**src/rtl/snake_head_stepper.sv**
```systemverilog
// Snake head position stepper: prescales the system clock into game ticks and
// moves the head one cell per tick in the committed direction.
module snake_head_stepper #(
    parameter int unsigned TICK_DIV = 12500000,
    parameter int unsigned WRAP     = 1,
    parameter int unsigned START_X  = 16,
    parameter int unsigned START_Y  = 16
) (
    input  logic       clk,
    input  logic       rst,
    input  logic       en,
    input  logic [1:0] dir_req,
    input  logic       dir_valid,
    output logic       dir_ready,
    output logic [4:0] head_x,
    output logic [4:0] head_y,
    output logic [1:0] dir,
    output logic       step_pulse,
    output logic       wall_hit
);

    localparam int unsigned CNT_W = $clog2(TICK_DIV);
    localparam logic [CNT_W-1:0] CNT_LAST = CNT_W'(TICK_DIV - 1);

    localparam logic [1:0] DIR_UP    = 2'b00;
    localparam logic [1:0] DIR_RIGHT = 2'b01;
    localparam logic [1:0] DIR_DOWN  = 2'b10;
    localparam logic [1:0] DIR_LEFT  = 2'b11;

    typedef enum logic [1:0] {
        S_IDLE = 2'b00,
        S_RUN  = 2'b01,
        S_DEAD = 2'b10
    } state_t;

    state_t           state;
    state_t           state_next;
    logic [CNT_W-1:0] count;
    logic [CNT_W-1:0] count_next;
    logic [1:0]       pend_dir;
    logic             step_c;
    logic             accept_c;
    logic             edge_c;
    logic [4:0]       move_x_c;
    logic [4:0]       move_y_c;

    // Candidate next head cell for the pending direction, and whether it leaves the grid
    always_comb begin
        move_x_c = head_x;
        move_y_c = head_y;
        edge_c   = 1'b0;
        case (pend_dir)
            DIR_UP: begin
                move_y_c = head_y - 5'd1;
                edge_c   = (head_y == 5'd0);
            end
            DIR_RIGHT: begin
                move_x_c = head_x + 5'd1;
                edge_c   = (head_x == 5'd31);
            end
            DIR_DOWN: begin
                move_y_c = head_y + 5'd1;
                edge_c   = (head_y == 5'd31);
            end
            DIR_LEFT: begin
                move_x_c = head_x - 5'd1;
                edge_c   = (head_x == 5'd0);
            end
            default: ;
        endcase
    end

    always_ff @(posedge clk) begin
        if (rst) begin
            state <= S_IDLE;
        end else begin
            state <= state_next;
        end
    end

    // Next-state, prescaler and step/accept strobes
    always_comb begin
        state_next = state;
        count_next = count;
        step_c     = 1'b0;
        accept_c   = 1'b0;
        case (state)
            S_IDLE: begin
                if (en) begin
                    state_next = S_RUN;
                end
            end
            S_RUN: begin
                accept_c = dir_valid;
                if (en) begin
                    if (count == CNT_LAST) begin
                        count_next = '0;
                        step_c     = 1'b1;
                        if (WRAP == 0 && edge_c) begin
                            state_next = S_DEAD;
                        end
                    end else begin
                        count_next = count + CNT_W'(1);
                    end
                end
            end
            default: ;
        endcase
    end

    always_ff @(posedge clk) begin
        if (rst) begin
            count      <= '0;
            head_x     <= 5'(START_X);
            head_y     <= 5'(START_Y);
            dir        <= DIR_RIGHT;
            pend_dir   <= DIR_RIGHT;
            step_pulse <= 1'b0;
            wall_hit   <= 1'b0;
            dir_ready  <= 1'b0;
        end else begin
            count      <= count_next;
            step_pulse <= step_c;
            dir_ready  <= (state_next == S_RUN);
            if (step_c) begin
                dir <= pend_dir;
                if (WRAP == 0 && edge_c) begin
                    wall_hit <= 1'b1;
                end else begin
                    head_x <= move_x_c;
                    head_y <= move_y_c;
                end
            end
            // Reversal is judged against the direction committed before this edge
            if (accept_c && (dir_req != (dir ^ 2'b10))) begin
                pend_dir <= dir_req;
            end
        end
    end

endmodule

```
**config.mk**
```make
export PLATFORM = sky130hd
export DESIGN_NAME = snake_head_stepper
export DESIGN_NICKNAME = d
export VERILOG_FILES = /design/src/rtl/snake_head_stepper.sv
export SDC_FILE = /design/constraint.sdc
export NUM_CORES = 1
export LEC_CHECK = 0
export ABC_AREA = 0
export BUFFER_PORTS_ARGS = -buffer_cell sky130_fd_sc_hd__buf_2
export CAP_MARGIN = 10
export CELL_PAD_IN_SITES_DETAIL_PLACEMENT = 2
export CELL_PAD_IN_SITES_GLOBAL_PLACEMENT = 2
export CORE_MARGIN = 5
export CORE_UTILIZATION = 25
export DETAILED_ROUTE_END_ITERATION = 7
export GPL_TIMING_DRIVEN = 0
export PLACE_DENSITY = 0.67
export SLEW_MARGIN = 15
export SYNTH_ARGS = -nofsm -noshare
export SYNTH_HDL_FRONTEND = slang
export SYNTH_SLANG_ARGS = --single-unit
```
**constraint.sdc**
```tcl
create_clock -name clk -period 2.27 [get_ports clk]
set_input_delay 0.1135 -clock clk [delete_from_list [all_inputs] [get_ports clk]]
set_output_delay 0.1135 -clock clk [all_outputs]
set_load 0.01 [all_outputs]
```
==> flow_summary.ini, run 1 <==
[run_status]
status = finished clean

[timing]
fin_ws_ns = 0.220
fmax_mhz = 488
period_needed_ns = 2.05
setup_violations = 0
slew_headroom = 0.460
timing_hold_violations_final = 0
worst_pin_slew_ns = 0.803
rsz0062_at_grt = false
slew_viol_final = 0
setup-tns-final_ns = 0
fin_crit_sh = 0.903
fin_worst_skew_ns = 0.0114

[drt]
drt_wl_total_um = 4790
dr_total_vias = 1666
drtAntennaViolNets = 0
vias_per_cell = 4.65
drt-pass1-iter-count = 4
drtIter0Drc = 34
post_drt_wl_per_cell_um = 13.4
drc = 0

[global_route]
grt.total_usage = 0.101
antenna_found_initial = 0
grt_first_pass_wirelength_um = 8260
gr-total-overflow = 0
grt_max_degree = 14
grt_pass1_vias = 1777

[final_layout]
stdcell_area_um2 = 2380
final_cells = 358
final_layout_size_suffix_gt1_frac = 0.142
n_antenna_cell = 0
synthToLayoutAreaGrowth_pct = 15.3
nets = 267

[synthesis]
syn_inst = 227
ys_ff_latch = 42
synth_common_cells = 42 x dfxtp_1, 39 x nor2_1, 24 x xor2_1
synth_top_area_frac = 0.407
ys.flop_type = dfxtp_1
synth-edff-count = 0
mappedNetlistNets = 242
yosysMostFrequentCell = dfxtp_1
async_reset_ff_frac = 0
synth-warning-count = 0
ys_seq_area_frac = 0.407
synth.area.top_cells = dfxtp_1 41%, xor2_1 10%, nor2_1 7.1%, ha_1 4.2%, nand4_1 3.9%
ys_types = 38
yosysTopAreaCell = dfxtp_1
avgSynthCellArea_um2 = 9.11
synthesis.area_um2 = 2070

[placed_design]
port_buffers = 18
place_ws_ns = 0.195
hpwl_um = 3680
gp_congestion = 0.714
dp.cells = 350
dpl-instance-area_um2 = 2290

[die]
die_w_um = 101
io_pins = 21
row_count = 33
initial_core_util = 0.254
die_h_um = 101
core_area_um2 = 8130
die_area_um2 = 10200

[worst_setup_path]
cp_slowest_cell = or3_1
worst_ep_arrival_time_ns = 2.23
crit_required_ns = 2.45
slowest_delay_ns = 0.47
path_max_fanout = 10
critPathLaunchType = flop
worstSetupEndpointType = flop
crit_type = flop to flop
crit_chain = ha_1 -> nand3_1 -> or2_0 -> or3_1 -> nand2_1 -> buf_4 -> nor2_1

[clock_tree]
cts_buffer_depth = 2
cts-resized-gates = 0
numCtsBuffers = 5
cts_root_buf = clkbuf_8
clk_latency_ns = 0.30
htreeDepth = 2
tritoncts = built
clk_pin_slew_ns = 0.08
cts.sinks = 42
holdBufCountCts = 0
post_cts_buffers = 0

[pwr]
power.density_nw_per_um2 = 549
peakVddDrop_uv = 205
leakage_nw = 0.968
power_mw = 1.31

[job]
drv_cap = 0

[min_path]
hold_class = input port to flop
## cell usage in the layout (no fill, tap or decap), types with 3 or more instances in the layout
master / instances
a21o_1: 3
and3_1: 5
ha_1: 7
inv_1: 8
xor2_1: 24
xnor2_1: 8
or3_1: 3
nor4bb_1: 3
mux2i_1: 8
nand2_1: 14
nand4_1: 13
buf_2: 18
nand3_1: 6
nor3_1: 3
dfxtp_1: 42
and2_1: 3
and4_1: 3
a21oi_1: 8
clkbuf_8: 6
buf_4: 3
nor2_1: 39
## metrics by stage
| step | util | hold WS [ns] |
|---|---|---|
| 2_1_floorplan | - | 0.242 |
| 3_3_place_gp | 0.281 | 0.373 |
| 3_5_place_dp | 0.281 | 0.387 |
| 4_1_cts | 0.293 | 0.0748 |
| 5_1_grt | 0.293 | 0.109 |
| 6_report | 0.293 | 0.0778 |
## logic make-up (layout without fill, tap and decap cells)
group / Yosys count / count (layout) / synth area share
fa+ha+maj: 9 / 9 / 0.0617
xor+xnor: 32 / 32 / 0.136
other cells: 1 / 1 / 0.00181
flops: 42 / 42 / 0.407
mux: 8 / 8 / 0.0387
simple gates: 105 / 105 / 0.273
compound gates: 16 / 16 / 0.0484
buf+inv: 14 / 40 / 0.0345
## report_power, final
| part | switching [mW] | internal, mW | leakage (nW) |
|---|---|---|---|
| logic | 0.0317 | 0.0190 | 0.582 |
| clock network | 0.266 | 0.245 | 0.0472 |
| registers | 0.00594 | 0.742 | 0.339 |
| total | 0.304 | 1.01 | 0.968 |
## per-layer routing
metal | part of all wire | wire (µm) | vias to the layer above | GRT usage
li1 | - | - | 824 | -
met1 | 0.47 | 2240 | 823 | 0.123
met2 | 0.49 | 2360 | 15 | 0.175
met3 | 0.027 | 129 | 4 | 0.0187
met4 | 0.012 | 57 | 0 | 0.0368
met5 | 0 | 0 | - | 0
## worst max-delay path, delay by kind of cell (launching register included)
| family | cells | cell delay (ns) |
|---|---|---|
| AND/OR/NAND/NOR | 5 | 1.15 |
| flip-flops | 1 | 0.38 |
| buffers and inverters | 1 | 0.22 |
| adder cells (fa/ha/maj) | 1 | 0.19 |
## sequential cells by signal (all words and copies together), names as in the netlist
| name | count |
|---|---|
| head_y | 5 |
| pend_dir | 2 |
| count | 24 |
| dir | 2 |
| state | 2 |
| dir_ready | 1 |
| head_x | 5 |
| step_pulse | 1 |
## worst paths after layout
| path | startpoint | end | slack, ns | cells after the start |
|---|---|---|---|---|
| worst max register to register | count[0]$_SDFFE_PP0P_ | count[2]$_SDFFE_PP0P_ | 0.22 | 7 |
| worst min-delay path | dir_req[0] | pend_dir[0]$_SDFFE_PP1P_ | 0.08 | 3 |
| worst max-delay path | count[0]$_SDFFE_PP0P_ | count[2]$_SDFFE_PP0P_ | 0.22 | 7 |
| worst min register to register | state[1]$_SDFF_PP0_ | dir_ready$_SDFF_PP0_ | 0.47 | 1 |
## cell type report
cell class / count / area, µm²
buffer: 6 / 41.3
clock buffer: 6 / 82.6
clock inverter: 2 / 12.5
fill: 930 / 5750
inverter: 8 / 30.0
multi-input combinational: 171 / 1160
sequential: 42 / 841
tap: 105 / 131
timing repair buffer: 18 / 90.1
No activity file was read; power rests on OpenSTA's default activity.
==> run 2: changes to the inputs <==
--- a/constraint.sdc
+++ b/constraint.sdc
@@ -3,2 +3,2 @@
 set_output_delay 0.1135 -clock clk [all_outputs]
-set_load 0.01 [all_outputs]
+set_load 0.1 [all_outputs]
==> flow_summary.ini, run 2 (synthesis results as in run 1) <==
[final_layout]
multi_input_area_um2 = 1160
mostFrequentLayoutCell = dfxtp_1
seqCellArea_um2 = 843
final_cells = 358
reg_top3 = count (24), head_x (5), head_y (5)
regMostFlops = count
final_layout_size_suffix_gt1_frac = 0.146
n_antenna_cell = 0
largest_register_ffs = 24
nets = 267
final_cell_mix = 40 x dfxtp_1, 39 x nor2_1, 24 x xor2_1, 18 x buf_2, 14 x nand2_1
synthToLayoutAreaGrowth_pct = 15.2
fillers = 937

[timing]
fin_worst_skew_ns = 0.00901
fmax_mhz = 493
timing_hold_violations_final = 0
slew_headroom = 0.451
worst_pin_slew_ns = 0.812
fin_crit_sh = 0.894
setup_violations = 0
rsz0062_at_grt = false
slew_viol_final = 0
setup-tns-final_ns = 0
period_needed_ns = 2.03

[worst_setup_path]
critPathLaunchType = flop
crit_required_ns = 2.46
crit_type = flop to flop
path_max_fanout = 10
worstSetupEndpointType = flop
worst_ep_arrival_time_ns = 2.22

[pwr]
comb_power_share = 0.050
power.density_nw_per_um2 = 554
p_clk_frac = 0.384
p_int_mw = 1.01
p_seq_frac = 0.566
peakVddDrop_uv = 236
p_sw_frac = 0.238
leakage_nw = 0.970
switchingPower_mw = 0.314

[placed_design]
dp.cells = 350
gp_congestion = 0.704
hpwl_um = 3730
port_buffers = 18

[clock_tree]
post_cts_buffers = 0
cts.sinks = 42
clk_latency_ns = 0.29
htreeDepth = 2
cts_root_buf = clkbuf_8
cts-resized-gates = 0
tritoncts = built
holdBufCountCts = 0
cts_buffer_depth = 2
clk_pin_slew_ns = 0.08
numCtsBuffers = 5

[global_route]
grt.total_usage = 0.106
antenna_found_initial = 0
grt_first_pass_wirelength_um = 8510
gr-total-overflow = 0
grt_max_degree = 13
grt_pass1_vias = 1738

[drt]
drtAntennaViolNets = 0
post_drt_wl_per_cell_um = 13.8
drc = 0
dr_total_vias = 1611
drtIter0Drc = 37
vias_per_cell = 4.50
drt_wl_total_um = 4920
drt-pass1-iter-count = 4

[die]
die_w_um = 101
die_h_um = 101
row_count = 33
io_pins = 21
die_area_um2 = 10200
initial_core_util = 0.254
core_area_um2 = 8130

[min_path]
hold_class = input port to flop

[run_status]
status = finished clean

[job]
drv_cap = 0
[run 2: final timing paths]
kind / start / to / slack, ns / cells after the start
min reg2reg: state[1]$_SDFF_PP0_ / dir_ready$_SDFF_PP0_ / 0.48 / 1
min: dir_req[0] / pend_dir[0]$_SDFFE_PP1P_ / 0.08 / 3
max: count[0]$_SDFFE_PP0P_ / count[8]$_SDFFE_PP0P_ / 0.24 / 7
max reg2reg: count[0]$_SDFFE_PP0P_ / count[8]$_SDFFE_PP0P_ / 0.24 / 7
[run 2: stage by stage]
| stage | power [mW] | hold slack [ns] | worst slack [ns] | instance area, µm² | utilization |
|---|---|---|---|---|---|
| floorplan | 0.813 | 0.242 | 0.0416 | 2070 | - |
| CTS | 1.35 | 0.0615 | 0.206 | 2380 | 0.293 |
| finish | 1.32 | 0.0753 | 0.240 | 2380 | 0.293 |
| detailed placement | 0.833 | 0.377 | 0.217 | 2290 | 0.282 |
| global route | 1.39 | 0.0842 | 0.0286 | 2380 | 0.293 |
| global placement | 0.832 | 0.379 | 0.227 | 2290 | 0.282 |
[run 2: final cells by class]
type,instances,share of cell area
inverters,8,0.0126
multi-input cells,171,0.485
plain buffers,6,0.0173
clock buffers,7,0.0362
repair buffers,18,0.0378
flip-flops and latches,42,0.354
well taps,105,0.0551
clock inverters,1,0.00210
[run 2: worst max-delay path: stages, from the launching register on]
cell and delay (ns):
dfxtp_1 0.37, ha_1 0.20, nand3_1 0.14, or2_0 0.25, or3_1 0.46, nand2_1 0.23, buf_4 0.22, nor2_1 0.06
[run 2: layer usage]
layer,wire length (µm),vias to the layer above,part of all wire,GRT usage
met4,88,0,0.018,0.0429
met2,2330,15,0.47,0.179
met1,2370,763,0.48,0.131
met3,139,8,0.028,0.0235
li1,-,825,-,-
met5,0,-,0,0
[run 2: power by group through the flow]
stage / sequential, mW / combinational [mW] / clock, mW
global route: 0.749 / 0.0737 / 0.570
floorplan: 0.773 / 0.0405 / 0
global placement: 0.765 / 0.0670 / 0
finish: 0.747 / 0.0664 / 0.507
detailed placement: 0.765 / 0.0679 / 0
CTS: 0.748 / 0.0683 / 0.533
